**src/rtl/uart_cmd_pkg.sv**
```systemverilog
// uart_cmd_pkg: shared types and constants for the UART command receiver.
//   rx_state_t    - receiver FSM state encoding
//   CMD_MAX_INDEX - highest byte value that maps directly onto a decoder index
//   CMD_CLEAR     - byte that clears every virtual button/switch
//   CLEAR_NUMBER  - out-of-range decoder index that resets all decoder outputs
//   is_valid_cmd  - true for bytes the receiver accepts as commands
package uart_cmd_pkg;

  typedef enum logic [2:0] {
    ST_IDLE,
    ST_START,
    ST_DATA,
    ST_STOP,
    ST_WAIT_HIGH,
    ST_EMIT
  } rx_state_t;

  localparam logic [7:0] CMD_MAX_INDEX = 8'h15;
  localparam logic [7:0] CMD_CLEAR     = 8'h7F;
  localparam logic [4:0] CLEAR_NUMBER  = 5'b11111;

  function automatic logic is_valid_cmd(input logic [7:0] cmd_byte);
    return (cmd_byte <= CMD_MAX_INDEX) || (cmd_byte == CMD_CLEAR);
  endfunction

endpackage

```
**src/rtl/uart_rx_core.sv**
```systemverilog
// uart_rx_core: 8N1 byte receiver with 16x oversampling.
//   clk         - system clock, rising edge
//   rst_n       - synchronous active-low reset
//   rx          - asynchronous serial line, idles high
//   emit_done   - top level has finished handling the received byte
//   byte_valid  - one-cycle flag, high on the stop-bit sample tick of a good frame
//   byte_data   - received byte, valid while byte_valid is high
//   frame_error - one-cycle pulse when the stop bit samples low
//
// state        | meaning
// -------------+--------------------------------------------------------
// ST_IDLE      | line idle, waiting for a falling edge on rxs
// ST_START     | counting 8 ticks to the middle of the start bit
// ST_DATA      | sampling 8 data bits, LSB first, every 16 ticks
// ST_STOP      | sampling the stop bit after 16 ticks
// ST_WAIT_HIGH | framing error seen, waiting for the line to return high
// ST_EMIT      | byte handed to the top level, rx ignored until emit_done
module uart_rx_core
  import uart_cmd_pkg::*;
#(
  parameter int CLK_FREQ   = 50000000,
  parameter int BAUD       = 115200,
  parameter int OVERSAMPLE = 16
) (
  input  logic       clk,
  input  logic       rst_n,
  input  logic       rx,
  input  logic       emit_done,
  output logic       byte_valid,
  output logic [7:0] byte_data,
  output logic       frame_error
);

  localparam int          DIV      = CLK_FREQ / (BAUD * OVERSAMPLE);
  localparam logic [15:0] DIV_LAST = 16'(DIV - 1);

  rx_state_t   state;
  logic        rx_meta;
  logic        rxs;
  logic [15:0] div_cnt;
  logic [3:0]  tick_cnt;
  logic [2:0]  bit_idx;
  logic        tick;
  logic        sample_pt;

  assign tick      = (div_cnt == DIV_LAST);
  assign sample_pt = tick && (tick_cnt == 4'd15);
  // Combinational so the top can register number in the same cycle as the
  // stop sample, which puts the control rise two cycles after that tick.
  assign byte_valid = (state == ST_STOP) && sample_pt && rxs;

  always_ff @(posedge clk) begin
    if (!rst_n) begin
      rx_meta     <= 1'b1;
      rxs         <= 1'b1;
      div_cnt     <= '0;
      tick_cnt    <= '0;
      bit_idx     <= '0;
      byte_data   <= '0;
      frame_error <= 1'b0;
      state       <= ST_IDLE;
    end else begin
      rx_meta     <= rx;
      rxs         <= rx_meta;
      frame_error <= 1'b0;
      div_cnt     <= tick ? '0 : div_cnt + 16'd1;
      if (tick) tick_cnt <= tick_cnt + 4'd1;

      case (state)
        ST_IDLE: begin
          tick_cnt <= '0;
          if (!rxs) begin
            // Align the tick phase to the start edge.
            div_cnt <= '0;
            state   <= ST_START;
          end
        end
        ST_START: begin
          if (tick && tick_cnt == 4'd7) begin
            tick_cnt <= '0;
            bit_idx  <= '0;
            state    <= rxs ? ST_IDLE : ST_DATA;
          end
        end
        ST_DATA: begin
          if (sample_pt) begin
            byte_data[bit_idx] <= rxs;
            bit_idx            <= bit_idx + 3'd1;
            if (bit_idx == 3'd7) state <= ST_STOP;
          end
        end
        ST_STOP: begin
          if (sample_pt) begin
            if (rxs) begin
              state <= ST_EMIT;
            end else begin
              frame_error <= 1'b1;
              state       <= ST_WAIT_HIGH;
            end
          end
        end
        ST_WAIT_HIGH: if (rxs) state <= ST_IDLE;
        ST_EMIT:      if (emit_done) state <= ST_IDLE;
        default:      state <= ST_IDLE;
      endcase
    end
  end

endmodule

```
**src/rtl/uart_cmd_receiver.sv**
```systemverilog
// uart_cmd_receiver: receives serial command bytes and drives the virtual
// input decoder with a command index and a strobe.
//   clk         - system clock, rising edge
//   rst_n       - synchronous active-low reset
//   rx          - asynchronous serial line, idles high
//   number      - decoder command index, stable between commands
//   control     - strobe, high PULSE_LEN cycles per accepted command
//   frame_error - one-cycle pulse on a low stop bit
//   cmd_error   - one-cycle pulse on a well-framed but illegal byte
module uart_cmd_receiver
  import uart_cmd_pkg::*;
#(
  parameter int CLK_FREQ   = 50000000,
  parameter int BAUD       = 115200,
  parameter int OVERSAMPLE = 16,
  parameter int PULSE_LEN  = 4
) (
  input  logic       clk,
  input  logic       rst_n,
  input  logic       rx,
  output logic [4:0] number,
  output logic       control,
  output logic       frame_error,
  output logic       cmd_error
);

  localparam logic [3:0] PULSE_LAST = 4'(PULSE_LEN - 1);

  logic       byte_valid;
  logic [7:0] byte_data;
  logic       emit_done;
  logic       strobe_pending;
  logic [3:0] pulse_cnt;

  // The receiver leaves EMIT when control falls, or right after a rejected byte.
  assign emit_done = cmd_error || (control && pulse_cnt == 4'd0);

  uart_rx_core #(
    .CLK_FREQ  (CLK_FREQ),
    .BAUD      (BAUD),
    .OVERSAMPLE(OVERSAMPLE)
  ) u_rx_core (
    .clk        (clk),
    .rst_n      (rst_n),
    .rx         (rx),
    .emit_done  (emit_done),
    .byte_valid (byte_valid),
    .byte_data  (byte_data),
    .frame_error(frame_error)
  );

  always_ff @(posedge clk) begin
    if (!rst_n) begin
      number         <= CLEAR_NUMBER;
      control        <= 1'b0;
      cmd_error      <= 1'b0;
      strobe_pending <= 1'b0;
      pulse_cnt      <= '0;
    end else begin
      cmd_error      <= 1'b0;
      strobe_pending <= 1'b0;

      if (byte_valid) begin
        if (is_valid_cmd(byte_data)) begin
          number         <= (byte_data == CMD_CLEAR) ? CLEAR_NUMBER : byte_data[4:0];
          strobe_pending <= 1'b1;
        end else begin
          cmd_error <= 1'b1;
        end
      end

      // One cycle of setup on number before control rises.
      if (strobe_pending) begin
        control   <= 1'b1;
        pulse_cnt <= PULSE_LAST;
      end else if (control) begin
        if (pulse_cnt == 4'd0) control <= 1'b0;
        else pulse_cnt <= pulse_cnt - 4'd1;
      end
    end
  end

endmodule

```
**config.mk**
```make
export PLATFORM = sky130hd
export DESIGN_NAME = uart_cmd_receiver
export DESIGN_NICKNAME = d
export VERILOG_FILES = /design/src/rtl/uart_cmd_pkg.sv /design/src/rtl/uart_rx_core.sv /design/src/rtl/uart_cmd_receiver.sv
export SDC_FILE = /design/constraint.sdc
export NUM_CORES = 1
export LEC_CHECK = 0
export ABC_AREA = 1
export CAP_MARGIN = 10
export CELL_PAD_IN_SITES_DETAIL_PLACEMENT = 1
export CELL_PAD_IN_SITES_GLOBAL_PLACEMENT = 1
export CORE_UTILIZATION = 35
export DETAILED_ROUTE_END_ITERATION = 10
export DONT_BUFFER_PORTS = 1
export PLACE_DENSITY_LB_ADDON = 0.1
export SYNTH_ARGS = -nofsm -noshare
export SYNTH_HDL_FRONTEND = slang
export SYNTH_HIERARCHICAL = 1
export SYNTH_SLANG_ARGS = --single-unit
```
**constraint.sdc**
```tcl
create_clock -name clk -period 4.33 [get_ports clk]
set_input_delay 0.866 -clock clk [delete_from_list [all_inputs] [get_ports clk]]
set_output_delay 0.866 -clock clk [all_outputs]
set_load 0.01 [all_outputs]
```
==> results.toml, run 1 <==
[clocking]
clkSinkCount = 49
cts-root-buf = "clkbuf_8"
cts_setup_buffers = 0
insertion_delay_ns = 0.30
clk_pin_slew_ns = 0.09
cts_hold_buf = 0
htreeDepth = 2
cts_tree = "done"
numCtsBuffers = 5
ctsResizeCount = 0
cts_buffer_depth = 2

[sta]
rsz0062_at_grt = "false"
maxSlewHeadroom_pct = 63.8
finalCritPeriodShare_pct = 42.8
fin_crit_ns = 1.85
tightest_slew_ns = 0.542
hold_viol = 0
fin_tns_setup_ns = 0
max_freq_mhz = 540
setup_viol = 0
clock_skew_ns = 0.00716
final_max_slew_viol_count = 0
whs_ns = 0.423

[synthesis]
synth-seq-cells = 49
ys_top_cells_by_area = "dfxtp_1, nand2_1, nor2_1, inv_1, nand3_1"
yosysTopAreaCellShare_pct = 40.2
syn-num-nets = 359
synth_top_area_cell = "dfxtp_1"
syn_inst = 350
synth_area_um2 = 2440
yosysWarningCount = 6
synth.avg_cell_area_um2 = 6.96
ys_seq_area_share_pct = 40.2
ys_types = 32

[floorplanning]
dieArea_um2 = 7300
num_io_pins = 11
core_area_um2 = 6760
start_util_pct = 36.1
die_y_um = 85.5
die_width_um = 85.5
rows = 30

[global_routing]
grt_pass1_wl_mm = 9.72
met1_usage_pct = 23.0
grt.met3_usage_pct = 3.89
grt_max_degree = 19
grtUsageTotal_pct = 16.8
overflow = 0
busiest_layer = "met2"
grt_pass1_vias = 2164
antenna_found_initial = 0
grtUsageMet2_pct = 26.0

[setup_path]
crit_path_end = "number[1]"
crit_type = "flip-flop to flip-flop"
worstPathRequired_ns = 4.53
startpoint = "u_rx_core/div_cnt[0]"
critPathCaptureType = "flip-flop"
crit_fanout = 7
worst-r2r-setup-slack_ns = 2.48
r2r_end = "number[1]"
crit_arrival_ns = 2.05
r2r_cells = 11
reg2reg_from = "u_rx_core/div_cnt[0]"
start_kind = "flip-flop"

[place]
routabilityCongestion = 0.745
dpl_cell_area_um2 = 2530
port-buffer-count = 0
dpl.hpwl_mm = 4.22

[power]
p_per_area_nw_per_um2 = 362
irDropWorstVdd_mv = 0.135
leakage_nw = 1.04

[finish]
nNetsFinal = 364
nFillCells = 878
final_util_pct = 38.7
drive_above_1_share_pct = 8.71
syn_to_final_growth_pct = 7.19
final_common_cell = "nand2_1"
n_antenna_cell = 0
layout_common_cells = "nand2_1, nor2_1, dfxtp_1"
fin_area_um2 = 2610

[min_path]
hp-class = "flip-flop to flip-flop"

[run_status]
outcome = "finished, final reports clean"

[route]
dr.pass1.iters = 4
num_vias = 2156
wirelength_mm = 5.52
drcViolationCount = 0
avgViaCountPerCell = 4.94
post_drt_wl_per_cell_um = 12.7
drt_iter0_markers = 114
ant_nets = 0

[flow_run]
maxCapViolations = 0
==> per-layer routing <==
layer  vias to the layer above  wire (um)
li1                       1131          -
met1                      1000       2860
met2                        23       2490
met3                         2        131
met4                         0         39
met5                         -          0
==> area by class of cell <==
type	instances	area, um2	area share (%)
inverters	44	165	6.32
clock inverters	3	17.5	0.670
multi-input cells	255	1280	49.0
clock buffers	5	68.8	2.63
flip-flops and latches	49	981	37.5
well taps	80	100	3.83
==> worst max-delay path: stages (launching register included) <==
cell and delay, ns:
dfxtp_1 0.33, inv_1 0.07, ha_1 0.16, nand2_1 0.05
inv_1 0.06, nand2_2 0.06, nor2_4 0.16, nand3_4 0.14
nor2_1 0.38, nand2_2 0.17, nand2_1 0.09, nand3_1 0.06
==> how the worst min path moves through the flow <==
| stage | cells past startpoint | end | slack (ns) | start |
|---|---|---|---|---|
| 6_report | 1 | u_rx_core/rxs | 0.42 | u_rx_core/rx_meta |
| 5_1_grt | 1 | u_rx_core/rxs | 0.45 | u_rx_core/rx_meta |
| 4_1_cts | 1 | u_rx_core/rxs | 0.43 | u_rx_core/rx_meta |
| 3_5_place_dp | 1 | u_rx_core/rxs | 0.41 | u_rx_core/rx_meta |
| 3_3_place_gp | 1 | u_rx_core/rxs | 0.41 | u_rx_core/rx_meta |
| 2_1_floorplan | 1 | u_rx_core/rxs | 0.39 | u_rx_core/rx_meta |
==> per-stage QoR <==
| stage | setup WS, ns | total power [mW] | std cells |
|---|---|---|---|
| after floorplan | 2.70 | 0.644 | 350 |
| after global placement | 2.53 | 0.687 | 428 |
| after detailed placement | 2.46 | 0.691 | 428 |
| after CTS | 2.44 | 0.963 | 436 |
| after global routing | 2.29 | 1.02 | 436 |
| final | 2.48 | 0.945 | 436 |
==> sequential cells by signal, summed over array words and instances (netlist names), 3 cells and up <==
name,count
u_rx_core/tick_cnt,4
number,5
u_rx_core/byte_data,8
u_rx_core/bit_idx,3
u_rx_core/state,3
pulse_cnt,4
u_rx_core/div_cnt,16
==> synth_stat cells <==
| cell type | instances |
|---|---|
| a21boi_0 | 1 |
| nor2_2 | 3 |
| dfxtp_1 | 49 |
| or2_2 | 2 |
| nor2_1 | 58 |
| buf_4 | 1 |
| clkbuf_1 | 1 |
| o21ai_1 | 5 |
| nand2_1 | 76 |
| xnor2_1 | 2 |
| nand3_1 | 29 |
| o21ai_0 | 9 |
| nand4_1 | 8 |
| o21a_1 | 1 |
| a21oi_1 | 19 |
| o21bai_1 | 1 |
| or2_0 | 1 |
| nand3b_1 | 1 |
| nor4_1 | 2 |
| nor2_4 | 4 |
| nand3_2 | 2 |
| o31ai_1 | 1 |
| inv_2 | 2 |
| nand2_2 | 8 |
| nor3_1 | 4 |
| nand2_4 | 1 |
| ha_1 | 6 |
| xor2_1 | 4 |
| and3_1 | 1 |
| inv_1 | 42 |
| a31oi_1 | 5 |
| nand3_4 | 1 |
==> cells by family (layout without fill, tap and decap cells) <==
| group | count (synthesis) | after routing | synth area share, % |
|---|---|---|---|
| and+or+nand+nor | 201 | 201 | 38.0 |
| DFF | 49 | 49 | 40.2 |
| buffers and inverters | 46 | 52 | 7.24 |
| AOI/OAI and AO/OA | 42 | 42 | 9.29 |
| adders and majority gates | 6 | 6 | 3.08 |
| xor gates and xnor gates | 6 | 6 | 2.16 |
==> power breakdown <==
| part | internal [mW] | switching, mW | total [mW] |
|---|---|---|---|
| registers | 0.465 | 0.0151 | 0.480 |
| clock network | 0.112 | 0.154 | 0.266 |
| logic | 0.0586 | 0.141 | 0.199 |
No activity file was read; power rests on OpenSTA's default activity.
==> inputs of run 2 (changes only) <==
Clock period 4.33 ns to 1.8 ns, I/O delays scaled along.
==> run 2 against run 1 <==
  * Utilization is 2.1 points higher
  * Wire length is 2.3% higher
  * Cell area is 5.3% higher
  * Highest routed layer unchanged
  * Critical endpoint is now u_rx_core/byte_data[1]
  * Sequential share of layout area is 1.8 points lower
  * Largest cell class unchanged
  * Maximum frequency is 11% higher
  * Combinational power grew to 2.5 times the previous value
  * Setup slack worse by 2.3 ns
  * Flip-flop and latch count stayed put
  * Register-to-register slack worse by 2.3 ns
  * Clock power grew to 3.1 times the previous value
  * Clock skew is 0.0012 ns higher
==> results.toml, run 2 (same netlist as run 1, synthesis figures left out) <==
[sta]
final_max_slew_viol_count = 0
maxSlewHeadroom_pct = 67.0
hold_viol = 0
finalCritPeriodShare_pct = 92.7
tightest_slew_ns = 0.491
fin_crit_ns = 1.67
clock_skew_ns = 0.00831
fin_tns_setup_ns = 0
setup_viol = 0
max_freq_mhz = 599
setup_ws_ns = 0.132

[floorplanning]
die_width_um = 85.5
start_util_pct = 36.1
dieArea_um2 = 7300
die_y_um = 85.5
rows = 30
num_io_pins = 11
core_area_um2 = 6760

[setup_path]
crit_path_end = "u_rx_core/byte_data[1]"
startpoint = "u_rx_core/div_cnt[0]"
critPathCaptureType = "flip-flop"
worstPathRequired_ns = 2.01
r2r_cells = 12
crit_arrival_ns = 1.88
worst-r2r-setup-slack_ns = 0.13
r2r_end = "u_rx_core/byte_data[1]"
reg2reg_from = "u_rx_core/div_cnt[0]"
crit_fanout = 7
crit_type = "flip-flop to flip-flop"
start_kind = "flip-flop"

[finish]
drive_above_1_share_pct = 13.4
syn_to_final_growth_pct = 12.9
fin_cells = 446
nNetsFinal = 374
layout_common_cells = "nand2_1, nor2_1, dfxtp_1"
largest_reg_flops = 16
final_common_cell = "nand2_1"
final_util_pct = 40.7
n_antenna_cell = 0
reg_top3 = "u_rx_core/div_cnt (16), u_rx_core/byte_data (8), number (5)"
regMostFlops = "u_rx_core/div_cnt"

[power]
leakage_nw = 1.11
irDropWorstVdd_mv = 0.327
p_per_area_nw_per_um2 = 902
p_total_mw = 2.48

[clocking]
cts_tree = "done"
cts-root-buf = "clkbuf_8"
insertion_delay_ns = 0.31
clk_pin_slew_ns = 0.09
htreeDepth = 2
cts_hold_buf = 0
clkSinkCount = 49
numCtsBuffers = 5
cts_buffer_depth = 2

[global_routing]
grt_pass1_vias = 2139
overflow = 0
grt_max_degree = 19
grtUsageTotal_pct = 16.7
antenna_found_initial = 0
grt_pass1_wl_mm = 9.78

[route]
num_vias = 2187
avgViaCountPerCell = 4.90
drt_iter0_markers = 46
dr.pass1.iters = 4
wirelength_mm = 5.65
ant_nets = 0
post_drt_wl_per_cell_um = 12.7
drcViolationCount = 0

[place]
place_ws_ns = 0.0784
placed_cells = 433
port-buffer-count = 0
routabilityCongestion = 0.759
dpl.hpwl_mm = 4.33

[min_path]
worstHoldStart = "rst_n"
hp-class = "primary input to flip-flop"

[run_status]
outcome = "finished, final reports clean"

[flow_run]
maxCapViolations = 0
==> run 2: changes by cell type in the layout (fill, tap and decap cells not counted), moves of 2 or more <==
cell / before / now
nor2_2: 3 / 5
nand2_2: 8 / 10
nor2_1: 58 / 56
ha_1: 6 / 4
nand2_1: 76 / 74
buf_4: 0 / 9
clkinv_2: 2 / 0
==> run 2: layout make-up <==
| class | count | area, um2 |
|---|---|---|
| multi-input cells | 255 | 1310 |
| inverters | 44 | 165 |
| flip-flops and latches | 49 | 982 |
| repair buffers | 10 | 78.8 |
| well taps | 80 | 100 |
| clock buffers | 6 | 82.6 |
| clock inverters | 2 | 37.5 |
| fillers | 856 | 4010 |
==> run 2: through the flow <==
step	area (um2)	hold WS, ns
floorplan	2440	0.393
global placement	2560	0.395
detailed placement	2560	0.402
CTS	2680	0.126
global route	2750	0.117
finish	2750	0.131
==> run 2: worst min-delay path by stage <==
stage,endpoint,slack (ns),depth (start not counted)
finish,number[2],0.13,1
global placement,u_rx_core/rxs,0.39,1
floorplan,u_rx_core/rxs,0.39,1
detailed placement,u_rx_core/rxs,0.40,1
global route,number[2],0.12,1
CTS,number[0],0.13,1
==> run 2: metal layers <==
layer | vias up | track usage, % | part of all wire (%)
met2 | 19 | 26.7 | 44
met4 | 0 | 5.00 | 1.2
met5 | - | 0 | 0
met1 | 1006 | 22.8 | 53
met3 | 5 | 3.02 | 2.1
li1 | 1157 | - | -
==> run 2: repair_timing <==
action,CTS,global route
setup endpoints to repair,0,8
resized for setup,0,10
buffers inserted,0,5
==> run 2: report_power, final <==
| part | leakage, nW | switching (mW) | internal (mW) |
|---|---|---|---|
| sequential | 0.396 | 0.0355 | 1.12 |
| combinational | 0.651 | 0.348 | 0.152 |
| clock | 0.0574 | 0.375 | 0.452 |
==> run 2: critical path, cell delays in order, from the launching register on <==
cell and delay [ns]:
dfxtp_2 0.33, inv_1 0.07, ha_2 0.17, nand2_1 0.05, inv_1 0.06, nand2_2 0.06
nor2_4 0.14, nand3_4 0.14, buf_6 0.15, nor2_4 0.17, nand2_2 0.08, nor2_1 0.10
nor2_1 0.05
==> variant 1: new RTL, config.mk and constraints of run 1 <==
Re-encode `rx_state_t` (6 states) as one-hot, 6 bits wide.
--- a/src/rtl/uart_cmd_pkg.sv
+++ b/src/rtl/uart_cmd_pkg.sv
@@ -8,9 +8,9 @@
 
-  typedef enum logic [2:0] {
-    ST_IDLE,
-    ST_START,
-    ST_DATA,
-    ST_STOP,
-    ST_WAIT_HIGH,
-    ST_EMIT
+  typedef enum logic [5:0] {
+    ST_IDLE      = 6'b000001,
+    ST_START     = 6'b000010,
+    ST_DATA      = 6'b000100,
+    ST_STOP      = 6'b001000,
+    ST_WAIT_HIGH = 6'b010000,
+    ST_EMIT      = 6'b100000
   } rx_state_t;
Behaviour: same outputs for any inputs over 10 cycles, from zero or initial values and one cycle with rst_n low; not proved beyond that.
==> variant 1 against run 1 <==
  * Routed wire length rose by 13%
  * Sequential cell count rose by 3
  * Core utilization rose by 0.17 points
  * Largest power group unchanged
  * Die area rose by 15%
  * Worst setup slack got worse by 260 ps
  * Via count rose by 7.8%
  * Final area rose by 15%
  * Sequential share of layout area fell by 3.0 points
  * Highest routed layer unchanged
  * Area after synthesis rose by 16%
  * Power rose by 19%
  * Global-route usage fell by 0.52 points
  * Clock skew rose by 0.84 ps
==> variant 1: results (changes against run 1) <==
Yosys
  – Synth cell count leaders: nand2_1 (76), nor2_1 (56), dfxtp_1 (52), inv_1 (39), nand3_1 (27)
  – Sequential area share after synthesis: 0.369 (-0.0330)
  – Ys Warns: 6 (unchanged)
  – Syn Area/Cell: 7.40 um^2 (+6.2%)
  – Async SR Flop Fraction: 0 (unchanged)
  – Yosys cell types: 39 (+22%)
  – Area contributors post-synth: dfxtp_1 (37%), nand2_1 (10%), nor2_1 (7.5%)

Hold path
  – Worst hold path startpoint: u_rx_core/rx_meta
  – Min-delay worst type: reg2reg
  – Worst hold stages: 1 (unchanged)
  – Hold Path Sink: u_rx_core/rxs

Critical path
  – R2r endpoint: number[1]
  – Worst R2R Start: u_rx_core/div_cnt[0]
  – Critical Path Max Stage Delay: 600 ps (+220 ps)
  – CP max stage cell: nor3_1
  – Critical Path AT: 2320 ps (+270 ps)
  – Critical path class: reg2reg
  – Reg2reg path depth: 9 (-2)

Clock tree
  – CTS Root Cell: clkbuf_8
  – Clock Path Buffers: 2 (unchanged)
  – H-tree Lvls: 2 (unchanged)
  – Clock Latency Late Sink: around 310 ps
  – Cts repair resizes: 0 (unchanged)
  – CTS Buf Count: 5 (unchanged)
  – Postcts setup bufs: 0 (unchanged)
  – Clk pin slew, worst setup/hold paths: 100 ps

Placed design
  – Post-place instance area: 0.00292 mm^2 (+16%)
  – Port-buffer cells: 0 (unchanged)
  – GP Congestion: 0.771 (+3.6%)
  – Cell count after placement: 480 (+12%)
  – HPWL Detailed: 4890 um (+16%)

Flow run
  – Maxcap violations: 0 (unchanged)

Layout
  – Fin nets: 394 (+8.2%)
  – Regs by FF count: u_rx_core/div_cnt (16), u_rx_core/byte_data (8), u_rx_core/state (6)
  – Filler cells: 1011 (+15%)
  – Share of cells above drive strength 1: 0.161 (+0.0735)
  – ANT cells: 0 (unchanged)

Global route
  – GRT Util Overall: 0.163 (-0.00522)
  – First-pass GRT wire length: 11000 um (+13%)
  – Largest net degree at the start of global routing: 21 (+2)
  – Number of global-route vias before repair: 2332 (+7.8%)

Status
  – Status: complete, no violations

Timing
  – # setup viols final: 0 (unchanged)
  – Rel. slew slack: 0.497 (-0.141)
  – Final worst slack: 2220 ps (-263 ps)
  – Fin Clk Skew: 8.00 ps (+0.841 ps)

Pwr
  – Worst VDD drop: 0.000205 V (+52%)
  – Leakage Power: 1.15 nW (+10%)

Route
  – Vias: 2324 (+7.8%)
  – Vias/cell: 4.76 (-3.7%)
  – DRT iter0 DRCs: 37 (-68%)
  – Initial DRT Pass Iterations: 4 (unchanged)
  – WL/cell: 12.8 um (+0.94%)

Floorplanning
  – Core ar.: 0.00777 mm^2 (+15%)
[variant 1: final cells by class]
cell class              instances  area share
clock buffers                   5      0.0228
clock inverters                 3     0.00788
inverters                      47      0.0585
multi-input cells             279       0.523
flip-flops and latches         52       0.345
well taps                     102      0.0423
[variant 1: stage by stage]
| stage | hold slack [ps] | utilization |
|---|---|---|
| CTS | 439 | 0.388 |
| floorplan | 393 | - |
| detailed placement | 413 | 0.376 |
| global placement | 396 | 0.376 |
| finish | 433 | 0.388 |
| global route | 453 | 0.388 |
[variant 1: where the power goes]
| part | total [mW] | switching [mW] | internal, mW |
|---|---|---|---|
| logic | 0.301 | 0.201 | 0.100 |
| registers | 0.533 | 0.0311 | 0.502 |
| clock network | 0.287 | 0.172 | 0.115 |
| total | 1.12 | 0.404 | 0.717 |
[variant 1: kinds of logic (layout without fill, tap and decap cells)]
logic type / Yosys count / in the layout / synth area share
AO/OA/AOI/OAI: 38 / 38 / 0.0759
flip-flops: 52 / 52 / 0.369
adder cells (fa/ha/maj): 6 / 6 / 0.0266
AND/OR/NAND/NOR: 228 / 228 / 0.436
buffers and inverters: 50 / 55 / 0.0702
XOR/XNOR: 7 / 7 / 0.0218
[variant 1: per-layer routing]
metal | part of all wire | GRT usage | vias to the layer above
met2 | 0.44 | 0.254 | 9
met5 | 0 | 0 | -
met1 | 0.54 | 0.231 | 1083
li1 | - | - | 1227
met4 | 0.012 | 0.0469 | 0
met3 | 0.015 | 0.0274 | 5
[variant 1: worst max-delay path, delay by kind of cell (launching register included)]
family / cells / cell delay [ps]
adders and majority gates: 1 / 190
buffers and inverters: 1 / 60
DFF: 1 / 360
and+or+nand+nor: 7 / 1400
==> variant 2: new RTL, settings of run 1 <==
Without the edit above. `CLK_FREQ` is set to 50000000 in 2 places; all go to 37500000.
--- a/src/rtl/uart_rx_core.sv
+++ b/src/rtl/uart_rx_core.sv
@@ -20,3 +20,3 @@
 #(
-  parameter int CLK_FREQ   = 50000000,
+  parameter int CLK_FREQ   = 37500000,
   parameter int BAUD       = 115200,
--- a/src/rtl/uart_cmd_receiver.sv
+++ b/src/rtl/uart_cmd_receiver.sv
@@ -12,3 +12,3 @@
 #(
-  parameter int CLK_FREQ   = 50000000,
+  parameter int CLK_FREQ   = 37500000,
   parameter int BAUD       = 115200,
Formal check against the unedited RTL: same outputs for any inputs over 10 cycles, from zero or initial values and one cycle with rst_n low; that may be too few to reach the edited logic, so the function may still have changed.
==> variant 2 against run 1 <==
  * Die area rose by 2.1%
  * Power rose by 17%
  * Clock skew rose by 4.7 ps
  * Sequential cell count stayed put
  * Area after synthesis rose by 2.1%
  * Final area grew 3.7%
  * Count of clock-buffer cells in the layout rose by 2
  * Routed wire length up 1.1%
  * Worst setup slack worse by 80 ps
  * Largest cell class unchanged
==> variant 2: results (changes against run 1) <==
Critical path
  – Worst R2R Start: u_rx_core/div_cnt[0]
  – Critical Path Max Stage Delay: 420 ps (+40 ps)
  – R2r endpoint: number[2]
  – CP max stage cell: dfxtp_1
  – Reg2reg path depth: 8 (-3)

Global route
  – Initial antenna violation count: 0 (unchanged)
  – Largest net degree at the start of global routing: 20 (+1)
  – GRT Util Overall: 0.167 (-0.00103)
  – First-pass GRT wire length: 10000 um (+3.0%)

Clock tree
  – CTS Root Cell: clkbuf_8
  – Clk pin slew, worst setup/hold paths: 90 ps (about the same)

Timing
  – Rel. slew slack: 0.477 (-0.162)
  – Fin Clk Skew: 11.8 ps (+4.68 ps)
  – Hold Slack: 423 ps (+0.240 ps)
  – Final min period: 1930 ps (+79.6 ps)

Layout
  – Share of cells above drive strength 1: 0.114 (+0.0268)
  – Multi-input gate area: 0.00135 mm^2 (+5.4%)
  – Filler cells: 903 (+2.8%)
  – Fin nets: 367 (+0.82%)
  – Layout Cells excl Fill: 456 (+4.6%)

Yosys
  – Syn_nets: 363 (+1.1%)
  – Sequential area share after synthesis: 0.394 (-0.00830)
  – Syn Area/Cell: 7.01 um^2 (+0.67%)
  – Yosys cell types: 33 (+3.1%)
  – Area contributors post-synth: dfxtp_1 (39%), nand2_1 (11%), nor2_1 (9.0%)
  – Synth cell count leaders: nand2_1 (75), nor2_1 (60), dfxtp_1 (49), nand3_1 (35), inv_1 (34)

Placed design
  – Post-place instance area: 0.00259 mm^2 (+2.7%)
  – GP Congestion: 0.805 (+8.1%)
  – HPWL Detailed: 4310 um (+2.2%)
  – Cell count after placement: 448 (+4.7%)
  – Pre-CTS setup slack: 2390 ps (-62.1 ps)

Pwr
  – Worst VDD drop: 0.000228 V (+69%)
  – Int Pwr: 0.741 mW (+17%)
  – Comb power frac: 0.235 (+0.024)
  – Leakage Power: 1.06 nW (+1.5%)
  – Power Density: 409 mW/mm^2 (+13%)
  – Clock-net power: 0.341 mW (+28%)

Route
  – WL/cell: 12.2 um (-3.3%)
  – DRT iter0 DRCs: 95 (-17%)

Status
  – Status: complete, no violations

Hold path
  – Worst hold stages: 1 (unchanged)
==> variant 2: layer usage <==
layer | GRT usage | share of wire | vias up | wire length, um
li1 | - | - | 1154 | -
met1 | 0.237 | 0.54 | 1044 | 3020
met2 | 0.266 | 0.44 | 13 | 2440
met3 | 0.0286 | 0.016 | 2 | 87
met4 | 0.0379 | 0.0056 | 0 | 31
met5 | 0 | 0 | - | 0
==> variant 2: logic make-up (layout without fill, tap and decap cells) <==
logic type / Yosys count / in the layout / synth area share
flip-flops: 49 / 49 / 0.394
buffers and inverters: 41 / 46 / 0.0638
XOR/XNOR: 5 / 5 / 0.0176
AO/OA/AOI/OAI: 35 / 35 / 0.0749
AND/OR/NAND/NOR: 220 / 220 / 0.424
adder cells (fa/ha/maj): 5 / 5 / 0.0251
==> variant 2: area by class of cell <==
class / count / area share
Multi-Input combinational cell: 265 / 0.498
Tap cell: 96 / 0.0443
Sequential cell: 49 / 0.362
Clock buffer: 7 / 0.0319
Inverter: 38 / 0.0531
Clock inverter: 1 / 0.0111
